`src/rtl/regfile_writeback_queue.sv`:
```
// Writeback queue in front of the register-file write port.
// Holds pending writes in a FIFO and forwards the newest pending value.
module regfile_writeback_queue #(
  parameter int DEPTH  = 4,
  parameter int DATA_W = 32,
  parameter int ADDR_W = 5
) (
  input  logic                      clk,
  input  logic                      reset,
  input  logic                      in_valid,
  output logic                      in_ready,
  input  logic [ADDR_W-1:0]         in_reg,
  input  logic [DATA_W-1:0]         in_data,
  input  logic                      port_busy,
  input  logic                      flush,
  output logic                      writeenable,
  output logic [ADDR_W-1:0]         writeregister,
  output logic [DATA_W-1:0]         writedata,
  input  logic [ADDR_W-1:0]         query1,
  input  logic [ADDR_W-1:0]         query2,
  output logic                      hit1,
  output logic                      hit2,
  output logic [DATA_W-1:0]         fwd1,
  output logic [DATA_W-1:0]         fwd2,
  output logic [$clog2(DEPTH):0]    count
);

  localparam int PW = $clog2(DEPTH);
  localparam int CW = PW + 1;

  logic [ADDR_W-1:0] r_reg  [DEPTH];
  logic [DATA_W-1:0] r_data [DEPTH];
  logic [PW-1:0]     r_wptr;
  logic [PW-1:0]     r_rptr;
  logic [CW-1:0]     r_count;
  logic              r_we;
  logic [ADDR_W-1:0] r_wreg;
  logic [DATA_W-1:0] r_wdata;

  logic              w_ready;
  logic              w_push;
  logic              w_pop;
  logic [PW-1:0]     w_idx [DEPTH];
  logic [DEPTH-1:0]  w_vld;
  logic              w_hit1;
  logic              w_hit2;
  logic [DATA_W-1:0] w_fwd1;
  logic [DATA_W-1:0] w_fwd2;

  assign w_ready = (r_count != CW'(DEPTH));
  // Writes to x0 are accepted but never stored.
  assign w_push  = in_valid & w_ready
                 & (in_reg != '0) & ~flush;
  assign w_pop   = (r_count != '0)
                 & ~port_busy & ~flush;

  always_ff @(posedge clk or negedge reset) begin
    if (!reset) begin
      r_wptr  <= '0;
      r_rptr  <= '0;
      r_count <= '0;
      r_we    <= 1'b0;
      r_wreg  <= '0;
      r_wdata <= '0;
    end else if (flush) begin
      r_wptr  <= '0;
      r_rptr  <= '0;
      r_count <= '0;
      r_we    <= 1'b0;
    end else begin
      if (w_push) begin
        r_wptr <= r_wptr + 1'b1;
      end
      if (w_pop) begin
        r_rptr  <= r_rptr + 1'b1;
        r_we    <= 1'b1;
        r_wreg  <= r_reg[r_rptr];
        r_wdata <= r_data[r_rptr];
      end else begin
        r_we    <= 1'b0;
      end
      r_count <= r_count + CW'(w_push)
                         - CW'(w_pop);
    end
  end

  always_ff @(posedge clk or negedge reset) begin
    if (!reset) begin
      for (int i = 0; i < DEPTH; i++) begin
        r_reg[i]  <= '0;
        r_data[i] <= '0;
      end
    end else if (w_push) begin
      r_reg[r_wptr]  <= in_reg;
      r_data[r_wptr] <= in_data;
    end
  end

  // Walk oldest to youngest so the youngest match wins.
  always_comb begin
    w_hit1 = r_we & (r_wreg == query1);
    w_hit2 = r_we & (r_wreg == query2);
    w_fwd1 = r_wdata;
    w_fwd2 = r_wdata;
    w_vld  = '0;
    for (int k = 0; k < DEPTH; k++) begin
      w_idx[k] = r_rptr + PW'(k);
      w_vld[k] = (CW'(k) < r_count);
      if (w_vld[k]) begin
        if (r_reg[w_idx[k]] == query1) begin
          w_hit1 = 1'b1;
          w_fwd1 = r_data[w_idx[k]];
        end
        if (r_reg[w_idx[k]] == query2) begin
          w_hit2 = 1'b1;
          w_fwd2 = r_data[w_idx[k]];
        end
      end
    end
    if (query1 == '0) begin
      w_hit1 = 1'b0;
    end
    if (query2 == '0) begin
      w_hit2 = 1'b0;
    end
    if (!w_hit1) begin
      w_fwd1 = '0;
    end
    if (!w_hit2) begin
      w_fwd2 = '0;
    end
  end

  assign in_ready      = w_ready;
  assign writeenable   = r_we;
  assign writeregister = r_wreg;
  assign writedata     = r_wdata;
  assign count         = r_count;
  assign hit1          = w_hit1;
  assign hit2          = w_hit2;
  assign fwd1          = w_fwd1;
  assign fwd2          = w_fwd2;

endmodule

```
`config.mk`:
```
export PLATFORM = sky130hd
export DESIGN_NAME = regfile_writeback_queue
export DESIGN_NICKNAME = d
export VERILOG_FILES = /design/src/rtl/regfile_writeback_queue.sv
export SDC_FILE = /design/constraint.sdc
export NUM_CORES = 1
export LEC_CHECK = 0
export ABC_AREA = 1
export BUFFER_PORTS_ARGS = -buffer_cell sky130_fd_sc_hd__buf_2
export CAP_MARGIN = 20
export CELL_PAD_IN_SITES_DETAIL_PLACEMENT = 0
export CELL_PAD_IN_SITES_GLOBAL_PLACEMENT = 1
export CORE_MARGIN = 1
export CORE_UTILIZATION = 42
export CTS_CLUSTER_DIAMETER = 30
export DETAILED_ROUTE_END_ITERATION = 12
export GPL_TIMING_DRIVEN = 0
export MAX_ROUTING_LAYER = met4
export PLACE_DENSITY_LB_ADDON = 0.1
export SYNTH_ARGS = -nofsm -noshare
export SYNTH_HDL_FRONTEND = slang
export SYNTH_SLANG_ARGS = --single-unit
```
`constraint.sdc`:
```
create_clock -name clk -period 3 [get_ports clk]
set_input_delay 0.75 -clock clk [delete_from_list [all_inputs] [get_ports clk]]
set_output_delay 0.75 -clock clk [all_outputs]
set_load 0.02 [all_outputs]
```
# --- Word level (Yosys, flattened, before mapping) ---
# Index checks and enable logic that the tools add are counted.
totals:
  regBits: 193
  output_inout_bits: 108
  in_bits: 52
  elab_cells: 136
classes:
  addsub: 6
  mux: 73
  n_lt_le_gt_ge: 10
  n_reduce_logical: 8
  bitwise: 14
  n_eq_ne: 11
ops:
  columns: ["operator", "count"]
  rows:
  - ["$mux 32", 27]
  - ["$bmux 32 s2", 4]
  - ["$bwmux 128", 1]
  - ["$demux 32 s2", 1]
  - ["$eq 5x5->1", 10]
  - ["$mux 5", 9]
  - ["$bmux 5 s2", 4]
  - ["$bwmux 20", 1]
  - ["$mux 1", 20]
  - ["$ge 3x3->1 const B", 5]
  - ["$not 2->3", 5]
  - ["$demux 5 s2", 1]
  - ["$logic_not 5->1", 2]
  - ["$mux 2", 4]
  - ["$and 1x1->1", 7]
  - ["$lt 1x3->1 const A", 2]
  - ["$lt 2x3->1 const A", 2]
  - ["$reduce_bool 5->1", 1]
  - ["$add 2x1->2 const B", 2]
  - ["$add 2x2->2 const B", 2]
  - ["$reduce_bool 2->1", 2]
  - ["$add 3x1->3", 1]
  - ["$lt 3x1->1 const B", 1]
  - ["$mux 3", 1]
  - ["6 further kinds", 7]

# --- Depth between registers and ports, before layout ---
# Gate-level depths: netlist (run 1).
depth:
  word_depth: 15
  depth_mapped: 17

# --- Least setup slack after synthesis (run 1) ---
# No wires, ideal clock.
synth_timing:
  path_kind: "in2out"
  from: "input port query2[2]"
  to: "output port fwd2[10]"
  t_arrival_ns: 2.290
  t_required_ns: 2.250
  cell_stages: 12
  slack_ns: -0.040
  path_cell_list: "clkbuf_1 -> inv_1 -> nand3_1 -> nand3_1 -> nor2_2 -> nand2_1 -> nand2_1 -> nor2_2 -> nand2_4 -> buf_4 -> nand3_1 -> nor2_1"
synth_via:
  elab_chain_cells: 12
  elab_cells_between_ends: 25
  classes_between: "eq/ne: 5; mux: 18; bitwise: 1; reduce/logical: 1"
synth_lines:
  columns: ["element", "line", "rtl"]
  rows:
  - ["from (decl)", "20", "input logic [ADDR_W-1:0] query2,"]
  - ["$eq 5x5->1", "102", "w_hit2 = r_we & (r_wreg == query2);"]
  - ["$and 1x1->1", "102", null]
  - ["$mux 1", "114", "if (r_reg[w_idx[k]] == query2) begin"]
  - ["$mux 1", "109", "if (w_vld[k]) begin"]
  - ["$mux 1", "114", null]
  - ["$mux 1", "109", null]
  - ["$mux 1", "114", null]
  - ["$mux 1", "109", null]
  - ["$mux 1", "114", null]
  - ["$mux 1", "109", null]
  - ["$mux 1", "123", "if (query2 == '0) begin"]
  - ["$mux 32 *", "129", "if (!w_hit2) begin"]
  - ["to (decl)", "24", "output logic [DATA_W-1:0] fwd2,"]
# Mark *: on every way between the ends. The rest lies on a longest branch, timed or not.

# --- Worst setup path after layout (run 1) ---
layout_timing:
  from: "register r_rptr[1]"
  to: "output port fwd1[30]"
layout_via:
  elab_chain_cells: 15
  elab_cells_between_ends: 53
  classes_between: "add/sub: 3; eq/ne: 4; mux: 42; bitwise: 4"
layout_lines:
  columns: ["element", "line", "rtl"]
  rows:
  - ["from (decl)", "34", "logic [PW-1:0] r_rptr;"]
  - ["from (signal assigned)", "75", "r_rptr <= r_rptr + 1'b1;"]
  - ["parallel branches: the longest is 14 deep, another holds $add 2x1->2", null, null]
  - ["$mux 32 *", "126", "if (!w_hit1) begin"]
  - ["to (decl)", "23", "output logic [DATA_W-1:0] fwd1,"]
# Mark *: on every way between the ends. The select of a mux whose other input is x is not followed.

==> results of run 1 <==
## worst reg2reg max path: cells and delay by family, from the launching register on
family / cells / cell delay, ns
AND/OR/NAND/NOR: 3 / 0.22
AO/OA/AOI/OAI: 1 / 0.09
buffers and inverters: 23 / 2.74
flip-flops: 1 / 0.38
## Yosys cell counts (all sizes together)
cell type  instances  area (um^2)
o22ai              8         50.1
or2                1         6.26
nor2             234          896
nand3            234         1190
mux2              34          383
clkbuf            89          334
nand2            914         3450
a21boi             4         30.0
nand4             32          200
buf               89          524
dfrtp            193         4830
nor3               4         20.0
inv              185          697
a21oi             72          360
o21ai            382         1910
ha                 8          100
xor2               6         52.6
fa                 1         20.0
## layer usage
layer  GRT usage  vias up  wire length, um
met5           -        -                0
met4       0.161        0             2930
met3      0.0947      239             7540
met2       0.600     1081            31700
met1       0.507     8756            29200
li1            -     8500                -
## metrics by stage
| step | instance area (um^2) | setup slack, ns | total power, mW | cells | util |
|---|---|---|---|---|---|
| finish | 20500 | -0.740 | 21.4 | 3210 | 0.586 |
| global route | 20500 | -0.815 | 22.7 | 3210 | 0.586 |
| floorplan | 15200 | 0.0241 | 11.8 | 2490 | - |
| CTS | 19100 | -0.707 | 19.8 | 3195 | 0.548 |
| global placement | 16600 | -2.22 | 15.2 | 3100 | 0.474 |
| detailed placement | 16600 | -1.18 | 15.4 | 3103 | 0.477 |
## power breakdown
group / switching, mW / internal (mW) / total (mW)
combinational: 9.34 / 4.96 / 14.3
clock: 1.25 / 1.20 / 2.45
sequential: 0.843 / 3.81 / 4.65
total: 11.4 / 9.97 / 21.4
## cell families (layout without fill, tap and decap cells)
family | after synthesis | in the layout | synth area share
xor gates and xnor gates | 6 | 6 | 0.00349
buffers and inverters | 363 | 627 | 0.103
DFF | 193 | 193 | 0.321
AOI/OAI and AO/OA | 466 | 466 | 0.156
adders and majority gates | 9 | 9 | 0.00798
and+or+nand+nor | 1419 | 1419 | 0.383
muxes | 34 | 34 | 0.0254
other | 0 | 1 | 0
## final cells by class
type                    count  area [um^2]  area share
diodes                      1         2.50    0.000122
multi-input cells        1934        10000       0.489
well taps                 455          569      0.0278
flip-flops and latches    193         4830       0.236
repair buffers            233         2160       0.106
clock inverters            13          138     0.00673
clock buffers              19          443      0.0217
inverters                 185          727      0.0355
plain buffers             177         1590      0.0778
## layout by cell type, fill, tap and decap left out, types with 44 or more instances in the layout
cell type / instances
buf_2: 104
buf_4: 60
buf_6: 82
dfrtp_1: 192
inv_1: 179
nand2_1: 834
nand2_2: 52
nand3_1: 176
nor2_1: 141
nor2_2: 64
o21ai_0: 331
o21ai_1: 44
## path summary, 6_finish.rpt
| path | startpoint | to | slack [ns] |
|---|---|---|---|
| min reg2reg | writedata[15] | writedata[15] | 0.53 |
| min in group clk | writedata[15] | writedata[15] | 0.53 |
| max | r_rptr[1] | fwd1[30] | -0.74 |
| min | reset | writeregister[0] | 0.09 |
| max reg2reg | r_rptr[0] | writeregister[2] | -0.50 |
| max in group asynchronous | reset | writedata[16] | 1.76 |
## what timing repair did
| action | CTS | global route |
|---|---|---|
| hold buffers | 0 | 0 |
| gates cloned | 11 | 6 |
| buffers inserted | 52 | 11 |
| endpoints found under the hold margin | 0 | 0 |
| pin swaps | 74 | 97 |
| setup endpoints to repair | 89 | 70 |
| gates resized for setup | 372 | 357 |
==> impl_metrics.env, run 1 <==
export IMPL_status="finished, violations left"
export IMPL_violations="setup timing"
export IMPL_max_freq_mhz=267
export IMPL_ant_nets=0
export IMPL_max_stage_delay_ns=0.48
export IMPL_drt_iter0_markers=2061
export IMPL_gp_congestion=0.961
export IMPL_place_hpwl_um=47900
export IMPL_cp_start_kind="register"
export IMPL_ys_seq_area_frac=0.321
export IMPL_overflow=0
export IMPL_fin_crit_ns=3.74
export IMPL_grt_max_degree=97
export IMPL_synth_area_um2=15100
export IMPL_layout_drive_gt1_share=0.260
export IMPL_report_final_slew_viol_count=0
export IMPL_drc=0
export IMPL_drv_max_cap_violation_count=0
export IMPL_die_w_um=191
export IMPL_hold_viol=0
export IMPL_clk_latency_ns=0.47
export IMPL_cts_root_buffer="clkbuf_16"
export IMPL_pin_count=160
export IMPL_routed_wl_um=71300
export IMPL_largest_reg_flops=128
export IMPL_clk_pin_slew_ns=0.08
export IMPL_finalSetupViolations=67
export IMPL_critPathBufInv=5
export IMPL_track_usage=0.397
export IMPL_avgSynthCellArea_um2=6.05
export IMPL_via_count=18600
export IMPL_avgRoutedWirePerCell_um=22.2
export IMPL_synth_cell_types=29
export IMPL_slew_headroom=0.435
export IMPL_rsz0062_at_grt="true"
export IMPL_critPathCaptureType="output pin"
export IMPL_ys_ff_latch=193
export IMPL_vias_per_cell=5.79
export IMPL_fill_cells=3293
export IMPL_postSynthCellCount=2490
export IMPL_yosys_warnings=0
export IMPL_worstPathMaxFanout=10
export IMPL_grt_pass1_wl_um=105000
export IMPL_p_per_area_nw_per_um2=1050
export IMPL_hp_class="input port to asynchronous set/reset pin"
export IMPL_fin_skew_ns=0.0129
export IMPL_nNetsFinal=2802
export IMPL_worst_pin_slew_ns=0.848
export IMPL_start_util=0.432
export IMPL_dieArea_um2=36600
export IMPL_antenna_found_initial=1
export IMPL_cts_made_buffers=17
export IMPL_coreArea_um2=34900
export IMPL_grt_pass1_vias=17600
export IMPL_crit_required_ns=2.25
export IMPL_fp_dieH_um=191
export IMPL_syn2layout_area_growth_pct=35.9
export IMPL_clock_path_buffers=2
export IMPL_timing_hold_ws_ns=0.0891
export IMPL_htreeDepth=4
export IMPL_portBuffers=155
export IMPL_rr_worst_depth=27
export IMPL_dr_pass1_iters=6
export IMPL_fin_ws_ns=-0.740
export IMPL_post_route_period_util=1.25
export IMPL_critPathMostFrequentCell="nor2_1"
export IMPL_setup_tns_ns=-43.72
export IMPL_cts_tree="built"
export IMPL_critical_path_depth=14
export IMPL_critPathTopFamily="simple AND/OR/NAND/NOR gates"
export IMPL_total_leakage_power_nw=9.69
export IMPL_path_cells="inv_6 > buf_6 > nand3_1 > nand2_2 > nor2_1 > nor2_1 > nand3_1 > nor2_4 > buf_12 > buf_4 > nor2_1 > a21oi_1 > nor2_4 > buf_6"
export IMPL_worstPathArrival_ns=2.99
export IMPL_synthesis_nets=2551
export IMPL_power_ir_vdd_worst_uv=562
export IMPL_slowest_stage="dfrtp_2"
export IMPL_num_rows=68
export IMPL_clkSinkCount=193
export IMPL_worstSetupPathType="register to output pin"
Note: power is estimated with default switching activity, not from simulation.
==> run 2, diff against run 1 <==
--- a/config.mk
+++ b/config.mk
@@ -11,7 +11,8 @@
 export CELL_PAD_IN_SITES_DETAIL_PLACEMENT = 0
 export CELL_PAD_IN_SITES_GLOBAL_PLACEMENT = 1
 export CORE_MARGIN = 1
-export CORE_UTILIZATION = 42
+export CORE_UTILIZATION = 43
+export CTS_BUF_LIST = sky130_fd_sc_hd__clkbuf_2 sky130_fd_sc_hd__clkbuf_4 sky130_fd_sc_hd__clkbuf_8
 export CTS_CLUSTER_DIAMETER = 30
 export DETAILED_ROUTE_END_ITERATION = 12
 export GPL_TIMING_DRIVEN = 0
==> impl_metrics.env, run 2 (same netlist as run 1, synthesis figures left out) <==
export IMPL_grt_pass1_wl_um=103000
export IMPL_rr_worst_depth=10
export IMPL_cts_made_buffers=17
export IMPL_rr_startpoint="count[1]"
export IMPL_drt_iter0_markers=1763
export IMPL_clk_pin_slew_ns=0.12
export IMPL_crit_required_ns=2.25
export IMPL_dieArea_um2=35800
export IMPL_slew_headroom=0.343
export IMPL_syn2layout_area_growth_pct=26.7
export IMPL_cts_tree="built"
export IMPL_setup_tns_ns=-49.30
export IMPL_grt_pass1_vias=17400
export IMPL_largest_reg_flops=128
export IMPL_antenna_found_initial=0
export IMPL_fp_dieH_um=189
export IMPL_power_ir_vdd_worst_uv=563
export IMPL_clk_latency_ns=0.53
export IMPL_avgRoutedWirePerCell_um=22.2
export IMPL_violations="setup timing"
export IMPL_hp_class="input port to asynchronous set/reset pin"
export IMPL_drc=0
export IMPL_cp_start_kind="register"
export IMPL_coreArea_um2=34500
export IMPL_worstPathArrival_ns=3.05
export IMPL_status="finished, violations left"
export IMPL_fill_cells=3478
export IMPL_total_leakage_power_nw=9.20
export IMPL_critPathCaptureType="output pin"
export IMPL_placed_area_um2=16600
export IMPL_cts_root_buffer="clkbuf_8"
export IMPL_p_per_area_nw_per_um2=1030
export IMPL_finalSetupViolations=66
export IMPL_clock_path_buffers=2
export IMPL_post_route_period_util=1.27
export IMPL_vias_per_cell=5.79
export IMPL_fin_crit_ns=3.80
export IMPL_max_freq_mhz=263
export IMPL_dr_pass1_iters=7
export IMPL_fin_skew_ns=0.0192
export IMPL_portBuffers=155
export IMPL_rsz0062_at_grt="true"
export IMPL_routed_wl_um=70600
export IMPL_nNetsFinal=2767
export IMPL_layout_drive_gt1_share=0.228
export IMPL_layout_common_cells="nand2_1 (866), o21ai_0 (340), nand3_1 (197)"
export IMPL_die_w_um=189
export IMPL_gp_congestion=0.963
export IMPL_clkSinkCount=193
export IMPL_worstSetupPathType="register to output pin"
export IMPL_place_hpwl_um=47900
export IMPL_fin_ws_ns=-0.804
export IMPL_start_util=0.437
export IMPL_hold_viol=0
export IMPL_mostFrequentLayoutCell="nand2_1"
export IMPL_num_rows=68
export IMPL_overflow=0
export IMPL_worstPathMaxFanout=10
export IMPL_pin_count=160
export IMPL_postLayoutCellArea_um2=19100
export IMPL_drv_max_cap_violation_count=0
export IMPL_postCtsHoldBufs=0
export IMPL_report_final_slew_viol_count=0
export IMPL_worst_pin_slew_ns=0.985
export IMPL_crit_start="r_rptr[1]"
export IMPL_grt_max_degree=94
export IMPL_track_usage=0.396
export IMPL_fin_util=0.554
export IMPL_via_count=18400
export IMPL_htreeDepth=4
export IMPL_ant_nets=0
==> run 2: final cells by class <==
type                    count  area, um^2  share of cell area
diodes                      2        5.00            0.000262
inverters                 185         714              0.0374
multi-input cells        1935        9560               0.501
repair buffers            197        1610              0.0846
clock inverters            14         165             0.00866
plain buffers             177        1380              0.0723
well taps                 455         569              0.0298
clock buffers              18         241              0.0127
flip-flops and latches    193        4830               0.253
==> run 2: final timing paths <==
check | to | slack, ns
setup / recovery | fwd2[28] | -0.80
hold / removal | count[0] | 0.02
setup reg to reg | r_data[118] | 0.08
hold reg to reg | writeregister[4] | 0.53
max in group asynchronous | r_data[70] | 1.85
min in group clk | count[0] | 0.47
==> run 2: metrics by stage <==
stage | power [mW] | setup slack (ns) | hold WS, ns | instances
after floorplan | 11.8 | 0.0241 | 0.454 | 2490
after global placement | 15.2 | -2.26 | 0.493 | 3100
after detailed placement | 15.5 | -1.07 | 0.503 | 3103
after CTS | 18.1 | -0.849 | 0.0105 | 3154
after global routing | 21.0 | -0.894 | 0.0209 | 3174
final | 19.7 | -0.804 | 0.0165 | 3176
==> run 2: per-layer routing <==
layer / vias to the layer above / part of all wire / global-route usage
li1: 8416 / - / -
met1: 8661 / 0.40 / 0.492
met2: 1098 / 0.44 / 0.598
met3: 227 / 0.11 / 0.102
met4: 0 / 0.045 / 0.190
met5: - / 0 / -
==> run 2: report_power, final <==
group	internal [mW]	switching, mW	leakage (nW)
Clock	0.778	1.16	0.207
Sequential	3.80	0.820	2.31
Combinational	4.22	8.89	6.68
Total	8.80	10.9	9.20
==> run 2: repair_timing <==
item,4_1_cts,5_1_grt
cloned,2,10
setup buffers,18,10
gates resized for setup,174,348
setup endpoints to repair,76,95
hold endpoints to repair,0,0
pin swaps,24,85
==> run 2: worst max-delay path, stage by stage (launching register included) <==
cell and delay, ns:
dfrtp_2 0.51, inv_6 0.14, nand2_1 0.10, nand2_4 0.13, buf_6 0.16, nand2_1 0.10, nand3_1 0.10, nand2_2 0.08
nor2_4 0.13, nand3_4 0.15, clkbuf_16 0.21, buf_4 0.20, nand3_1 0.12, a21oi_1 0.09, nor2_2 0.16, buf_6 0.14
